`config.mk`:
```
export PLATFORM = sky130hd
export DESIGN_NAME = ak4619_tdm_flat
export DESIGN_NICKNAME = d
export VERILOG_FILES = /design/src/rtl/ak4619_tdm_if.sv /design/src/rtl/ak4619_tdm.sv /design/src/flat_wrapper.sv
export SDC_FILE = /design/constraint.sdc
export NUM_CORES = 1
export LEC_CHECK = 0
export CELL_PAD_IN_SITES_DETAIL_PLACEMENT = 1
export CELL_PAD_IN_SITES_GLOBAL_PLACEMENT = 2
export CORE_MARGIN = 2
export CORE_UTILIZATION = 32
export CTS_CLUSTER_DIAMETER = 120
export CTS_CLUSTER_SIZE = 28
export DETAILED_ROUTE_END_ITERATION = 10
export PLACE_DENSITY = 0.9
export SYNTH_ARGS = -nofsm -noshare
export SYNTH_HDL_FRONTEND = slang
export SYNTH_SLANG_ARGS = --single-unit
```
`constraint.sdc`:
```
create_clock -name clk -period 4.2 [get_ports clk]
set_clock_uncertainty 0.2 [all_clocks]
set_input_delay 1.26 -clock clk [delete_from_list [all_inputs] [get_ports clk]]
set_output_delay 1.26 -clock clk [all_outputs]
set_load 0.01 [all_outputs]
```
`src/rtl/ak4619_tdm_if.sv`:
```
// rtl/ak4619_tdm_if.sv - parallel sample exchange bus between DSP core and the AK4619 TDM master
//
// Signals:
//   dac_samples    N_CH*W  DAC words, slot s at [s*W +: W], driven by the DSP core
//   adc_samples    N_CH*W  ADC words, same packing, driven by the TDM master
//   sample_strobe  1       one-cycle pulse at each frame boundary
// Modports:
//   master  DSP-core side (drives dac_samples)
//   slave   TDM master side (drives adc_samples and sample_strobe)
interface ak4619_tdm_if #(
    parameter int W    = 16,
    parameter int N_CH = 4
);
    logic [N_CH*W-1:0] dac_samples;
    logic [N_CH*W-1:0] adc_samples;
    logic              sample_strobe;

    modport master (
        output dac_samples,
        input  adc_samples,
        input  sample_strobe
    );

    modport slave (
        input  dac_samples,
        output adc_samples,
        output sample_strobe
    );
endinterface

```
`src/rtl/ak4619_tdm.sv`:
```
// rtl/ak4619_tdm.sv - TDM serial-audio master for the AK4619 codec (MCLK/BICK/LRCK, SDIN1 out, SDOUT1 in)
//
// Parameters: W (sample bits), N_CH (slots per frame), SLOT_BITS (BICK periods per slot, >= W),
//             BICK_DIV (clk cycles per BICK half-period).
// Ports:
//   clk     in   system clock, also forwarded as mclk
//   rst     in   synchronous active-high reset
//   smp     slave modport of ak4619_tdm_if: dac_samples in, adc_samples/sample_strobe out
//   pdn     out  codec power-down, active low
//   mclk    out  = clk
//   bick    out  bit clock, registered
//   lrck    out  frame sync, high for the first half of the frame, registered
//   sdin1   out  serial DAC data, MSB-justified, registered
//   sdout1  in   serial ADC data, sampled on the BICK rising edge
// Build option: AK4619_LOOPBACK_EN - each frame replays the previous frame's ADC words on sdin1
//               instead of dac_samples.
module ak4619_tdm #(
    parameter int W         = 16,
    parameter int N_CH      = 4,
    parameter int SLOT_BITS = 32,
    parameter int BICK_DIV  = 2
) (
    input  logic         clk,
    input  logic         rst,
    ak4619_tdm_if.slave  smp,
    output logic         pdn,
    output logic         mclk,
    output logic         bick,
    output logic         lrck,
    output logic         sdin1,
    input  logic         sdout1
);
    localparam int FRAME = N_CH * SLOT_BITS;
    localparam int DIVN  = 2 * BICK_DIV;
    localparam int DW    = $clog2(DIVN);
    localparam int BW    = (FRAME > 1) ? $clog2(FRAME) : 1;
    localparam int SW    = (N_CH > 1) ? $clog2(N_CH) : 1;
    localparam int JW    = (SLOT_BITS > 1) ? $clog2(SLOT_BITS) : 1;
    localparam int IW    = (W > 1) ? $clog2(W) : 1;

    localparam logic [DW-1:0] DIV_LAST = DW'(DIVN - 1);
    localparam logic [DW-1:0] DIV_HALF = DW'(BICK_DIV);
    localparam logic [DW-1:0] RISE_PRE = DW'(BICK_DIV - 1);
    localparam logic [BW-1:0] BIT_LAST = BW'(FRAME - 1);
    localparam logic [BW-1:0] BIT_HALF = BW'(FRAME / 2);
    localparam logic [JW-1:0] BIS_LAST = JW'(SLOT_BITS - 1);
    localparam logic [JW:0]   W_J      = (JW + 1)'(W);
    localparam logic [IW-1:0] MSB_I    = IW'(W - 1);

    logic                      pdn_q, pdn_d;
    logic [DW-1:0]             div_q, div_d;
    logic [BW-1:0]             bit_q, bit_d;
    logic [SW-1:0]             slot_q, slot_d;
    logic [JW-1:0]             bis_q, bis_d;
    logic                      bick_q, bick_d;
    logic                      lrck_q, lrck_d;
    logic                      sdin1_q, sdin1_d;
    logic                      strobe_q, strobe_d;
    logic [N_CH-1:0][W-1:0]    dac_hold_q, dac_hold_d;
    logic [N_CH-1:0][W-1:0]    adc_shift_q, adc_shift_d;
    logic [N_CH-1:0][W-1:0]    adc_out_q, adc_out_d;
    logic [N_CH-1:0][W-1:0]    load_src;
    logic [W-1:0]              tx_word;

`ifdef AK4619_LOOPBACK_EN
    assign load_src = adc_shift_q;
`else
    assign load_src = smp.dac_samples;
`endif

    always_comb begin
        pdn_d       = 1'b1;
        div_d       = div_q;
        bit_d       = bit_q;
        slot_d      = slot_q;
        bis_d       = bis_q;
        strobe_d    = 1'b0;
        dac_hold_d  = dac_hold_q;
        adc_shift_d = adc_shift_q;
        adc_out_d   = adc_out_q;

        if (!pdn_q) begin
            // First cycle out of reset: take the initial DAC words, counters stay parked at bit 0.
            dac_hold_d = load_src;
        end else begin
            if (div_q == DIV_LAST) begin
                // BICK falling edge: step to the next bit.
                div_d = '0;
                if (bit_q == BIT_LAST) begin
                    bit_d      = '0;
                    slot_d     = '0;
                    bis_d      = '0;
                    strobe_d   = 1'b1;
                    adc_out_d  = adc_shift_q;
                    dac_hold_d = load_src;
                end else begin
                    bit_d = bit_q + 1'b1;
                    if (bis_q == BIS_LAST) begin
                        bis_d  = '0;
                        slot_d = slot_q + 1'b1;
                    end else begin
                        bis_d = bis_q + 1'b1;
                    end
                end
            end else begin
                div_d = div_q + 1'b1;
            end

            // BICK rising edge: capture the codec bit for the current slot while inside the word.
            if ((div_q == RISE_PRE) && ({1'b0, bis_q} < W_J)) begin
                adc_shift_d[slot_q] = W'({adc_shift_q[slot_q], sdout1});
            end
        end

        // Pin outputs are registered from next-state counters so they move on the same edge.
        bick_d  = (div_d >= DIV_HALF);
        lrck_d  = (bit_d < BIT_HALF);
        tx_word = dac_hold_d[slot_d];
        sdin1_d = ({1'b0, bis_d} < W_J) ? tx_word[MSB_I - IW'(bis_d)] : 1'b0;
    end

    always_ff @(posedge clk) begin
        if (rst) begin
            pdn_q       <= 1'b0;
            div_q       <= '0;
            bit_q       <= '0;
            slot_q      <= '0;
            bis_q       <= '0;
            bick_q      <= 1'b0;
            lrck_q      <= 1'b0;
            sdin1_q     <= 1'b0;
            strobe_q    <= 1'b0;
            dac_hold_q  <= '0;
            adc_shift_q <= '0;
            adc_out_q   <= '0;
        end else begin
            pdn_q       <= pdn_d;
            div_q       <= div_d;
            bit_q       <= bit_d;
            slot_q      <= slot_d;
            bis_q       <= bis_d;
            bick_q      <= bick_d;
            lrck_q      <= lrck_d;
            sdin1_q     <= sdin1_d;
            strobe_q    <= strobe_d;
            dac_hold_q  <= dac_hold_d;
            adc_shift_q <= adc_shift_d;
            adc_out_q   <= adc_out_d;
        end
    end

    assign pdn               = pdn_q;
    assign mclk              = clk;
    assign bick              = bick_q;
    assign lrck              = lrck_q;
    assign sdin1             = sdin1_q;
    assign smp.sample_strobe = strobe_q;
    assign smp.adc_samples   = adc_out_q;
endmodule

```
`src/flat_wrapper.sv`:
```
// flat-port wrapper written by rule: the top's interface ports become plain ports
module ak4619_tdm_flat 
#(
    parameter int W         = 16,
    parameter int N_CH      = 4,
    parameter int SLOT_BITS = 32,
    parameter int BICK_DIV  = 2
)
  (clk, rst, pdn, mclk, bick, lrck, sdin1, sdout1, smp_dac_samples, smp_adc_samples, smp_sample_strobe);
  ak4619_tdm_if #(.W(W), .N_CH(N_CH)) smp_i ();
  input  logic clk;
  input  logic rst;
  output logic pdn;
  output logic mclk;
  output logic bick;
  output logic lrck;
  output logic sdin1;
  input  logic sdout1;
  input wire logic [$bits(smp_i.dac_samples)-1:0] smp_dac_samples;
  output wire logic [$bits(smp_i.adc_samples)-1:0] smp_adc_samples;
  output wire logic [$bits(smp_i.sample_strobe)-1:0] smp_sample_strobe;
  assign smp_i.dac_samples = smp_dac_samples;
  assign smp_adc_samples = smp_i.adc_samples;
  assign smp_sample_strobe = smp_i.sample_strobe;
  ak4619_tdm #(.W(W), .N_CH(N_CH), .SLOT_BITS(SLOT_BITS), .BICK_DIV(BICK_DIV)) u_core (.clk(clk), .rst(rst), .smp(smp_i), .pdn(pdn), .mclk(mclk), .bick(bick), .lrck(lrck), .sdin1(sdin1), .sdout1(sdout1));
endmodule
```
==> run metrics <==
status=finished, final reports clean; boundary pin count=137; max_cap viols=0; Congestion Overflow GR=0; antenna cells=0; Worst-Skew Late Latency=0.60 ns; antenna-violating nets left=0; Worst Path Max Fanout=2; Final TNS setup=0 ns; die area=30100 sq um; EDFF count, synth=0; Initial Util=0.323; max-slew violation count=0; first-pass iteration count of the detailed router=4; Hold Violations, Final=0; critical path endpoint=mclk; post-synthesis instance total=1142; FF-to-FF setup slack=0.62 ns; kind of critical path=clk -> out; syn_area_per_cell=8.05 sq um; maximum VDD drop=247 uV; share of layout cells above drive strength 1=0.0776; largest net degree at the start of global routing=210; post-synth net total=1218; 1st-iter DRT viols=595; worst hold start=u_core.dac_hold_q[22]; Power Dens Cells=343 nW/um^2; Post-CTS Setup Inserts=0; DPL Wire Length=19300 um; P_leak=0.00380 uW; Rows=62; DRC=0; final setup vio count=0; Hold Buf Count CTS=0; post-layout worst setup margin=0.124 ns; core area=28500 sq um; Design Area, Final=11200 sq um; routability cong.=0.795; headroom to the max-slew limit=0.361; sequential area share after synthesis=0.464; die width=173 um; via/cell ratio=5.12; #FFs+latches synth=213; placed cell area=10800 sq um; Crit path arrival time=2.62 ns; Worst setup SP type=clock port; WP data required=2.74 ns; TritonCTS clock tree=done; Yosys warning total=0; RR Endpoint=u_core.sdin1; unrepaired setup endpoints after global routing=no; Final Net Count=1301; post-detailed-route wirelength per cell=17.6 um; worst slew pin tran=0.958 ns; type of the worst min-delay path=reg -> reg; total track usage=0.184; Area growth syn-to-layout=22.0%; fraction of registers with async set/reset=0; Port Buffers=136; library cells used by synthesis=55; reg-to-reg critical path startpoint=u_core.bis_q[0]; number of global-route vias before repair=8424; prevailing post-synth register cell=dfxtp_1; drt total wl=28200 um; Place WS=0.191 ns; CP Capture Type=primary output; first-pass GRT wire length=45300 um; Mapped Area=9190 sq um; critical path startpoint=clk; Die Y=173 um; initial antenna violation count=0; DR vias=8234; worst reg2reg path depth=11; clk slew on worst S/H paths=0.11 ns
power breakdown:
| group | leakage (uW) | switching [uW] | total (uW) | internal [uW] |
|---|---|---|---|---|
| clock | 0.000185 | 708 | 1330 | 618 |
| combinational | 0.00189 | 235 | 431 | 196 |
| sequential | 0.00173 | 24.6 | 2080 | 2060 |
area by class of cell:
cell class / instances / area, sq um
Sequential cell: 213 / 4260
Clock inverter: 1 / 11.3
Clock buffer: 16 / 363
Multi-Input combinational cell: 838 / 4550
Fill cell: 3437 / 17300
Timing Repair Buffer: 152 / 1520
Inverter: 5 / 18.8
Tap cell: 384 / 480
how the worst min path moves through the flow:
stage / depth (start not counted) / slack, ns / end
5_1_grt: 2 / 0.27 / u_core.dac_hold_q[53]
3_5_place_dp: 2 / 0.24 / u_core.dac_hold_q[22]
6_report: 2 / 0.26 / u_core.dac_hold_q[22]
3_3_place_gp: 2 / 0.24 / u_core.dac_hold_q[3]
2_1_floorplan: 2 / 0.23 / u_core.dac_hold_q[0]
4_1_cts: 2 / 0.26 / u_core.dac_hold_q[26]
cells in the final DEF (no fill, tap or decap), drive strengths merged, types with 3 or more instances in the layout:
cell           count
a22oi              3
and3              25
inv                6
a21oi            198
clkbuf            15
or4                5
buf               18
and2               9
nand2            406
nand3              5
ha                 9
o22ai             19
nor2              26
xnor2              3
mux4              15
xor2               3
o211ai             5
dfxtp            213
clkdlybuf4s50    134
o21ai              8
nor3               8
mux2              36
a211oi            26
critical path, cell delays in order:
cell and delay (ns):
clkbuf_16 0.12, clkbuf_16 0.13, dlygate4sd2_1 0.27
state kept, by name (all words and copies together), names as in the netlist:
register,cells
u_core.lrck,1
u_core.pdn,1
u_core.slot_q,2
u_core.bick,1
u_core.smp.adc_samples,64
u_core.adc_shift_q,64
u_core.bis_q,5
u_core.sdin1,1
u_core.dac_hold_q,64
u_core.smp.sample_strobe,1
u_core.div_q,2
u_core.bit_q,7
metal layers:
metal  wire [um]  up-vias  track usage
li1            -     4021            -
met1       13000     4018        0.242
met5           0        -            0
met4         619        0       0.0508
met3         987       38       0.0246
met2       13700      157        0.319
synth_stat cells (all sizes together), types with 9 or more instances:
cell,number,area share
and2,9,0.0061
dfxtp,213,0.46
o22ai,19,0.014
mux2,36,0.044
buf,21,0.014
a211oi,26,0.021
mux4,15,0.037
clkbuf,65,0.027
and3,25,0.017
nor2,26,0.011
a21oi,198,0.11
ha,9,0.012
nand2,406,0.17
metrics by stage:
| stage | std cells | hold WS (ns) | power, uW | utilization |
|---|---|---|---|---|
| after floorplan | 1142 | 0.227 | 2410 | - |
| after global placement | 1593 | 0.235 | 2580 | 0.381 |
| after detailed placement | 1593 | 0.244 | 2590 | 0.381 |
| after CTS | 1609 | 0.260 | 3880 | 0.394 |
| after global routing | 1609 | 0.273 | 3990 | 0.394 |
| final | 1609 | 0.258 | 3840 | 0.394 |
cells by family after synthesis:
logic type,count (synthesis),synth area share
AOI/OAI and AO/OA,277,0.173
xor gates and xnor gates,6,0.00572
and+or+nand+nor,495,0.222
adders and majority gates,9,0.0123
muxes,51,0.0809
buffers and inverters,91,0.0423
DFF,213,0.464
what timing repair did:
action | 4_1_cts | 5_1_grt
hold endpoints to repair | 0 | 0
setup endpoints to repair | 1 | 0
resized for setup | 1 | 0
Note: power is estimated with default switching activity, not from simulation.
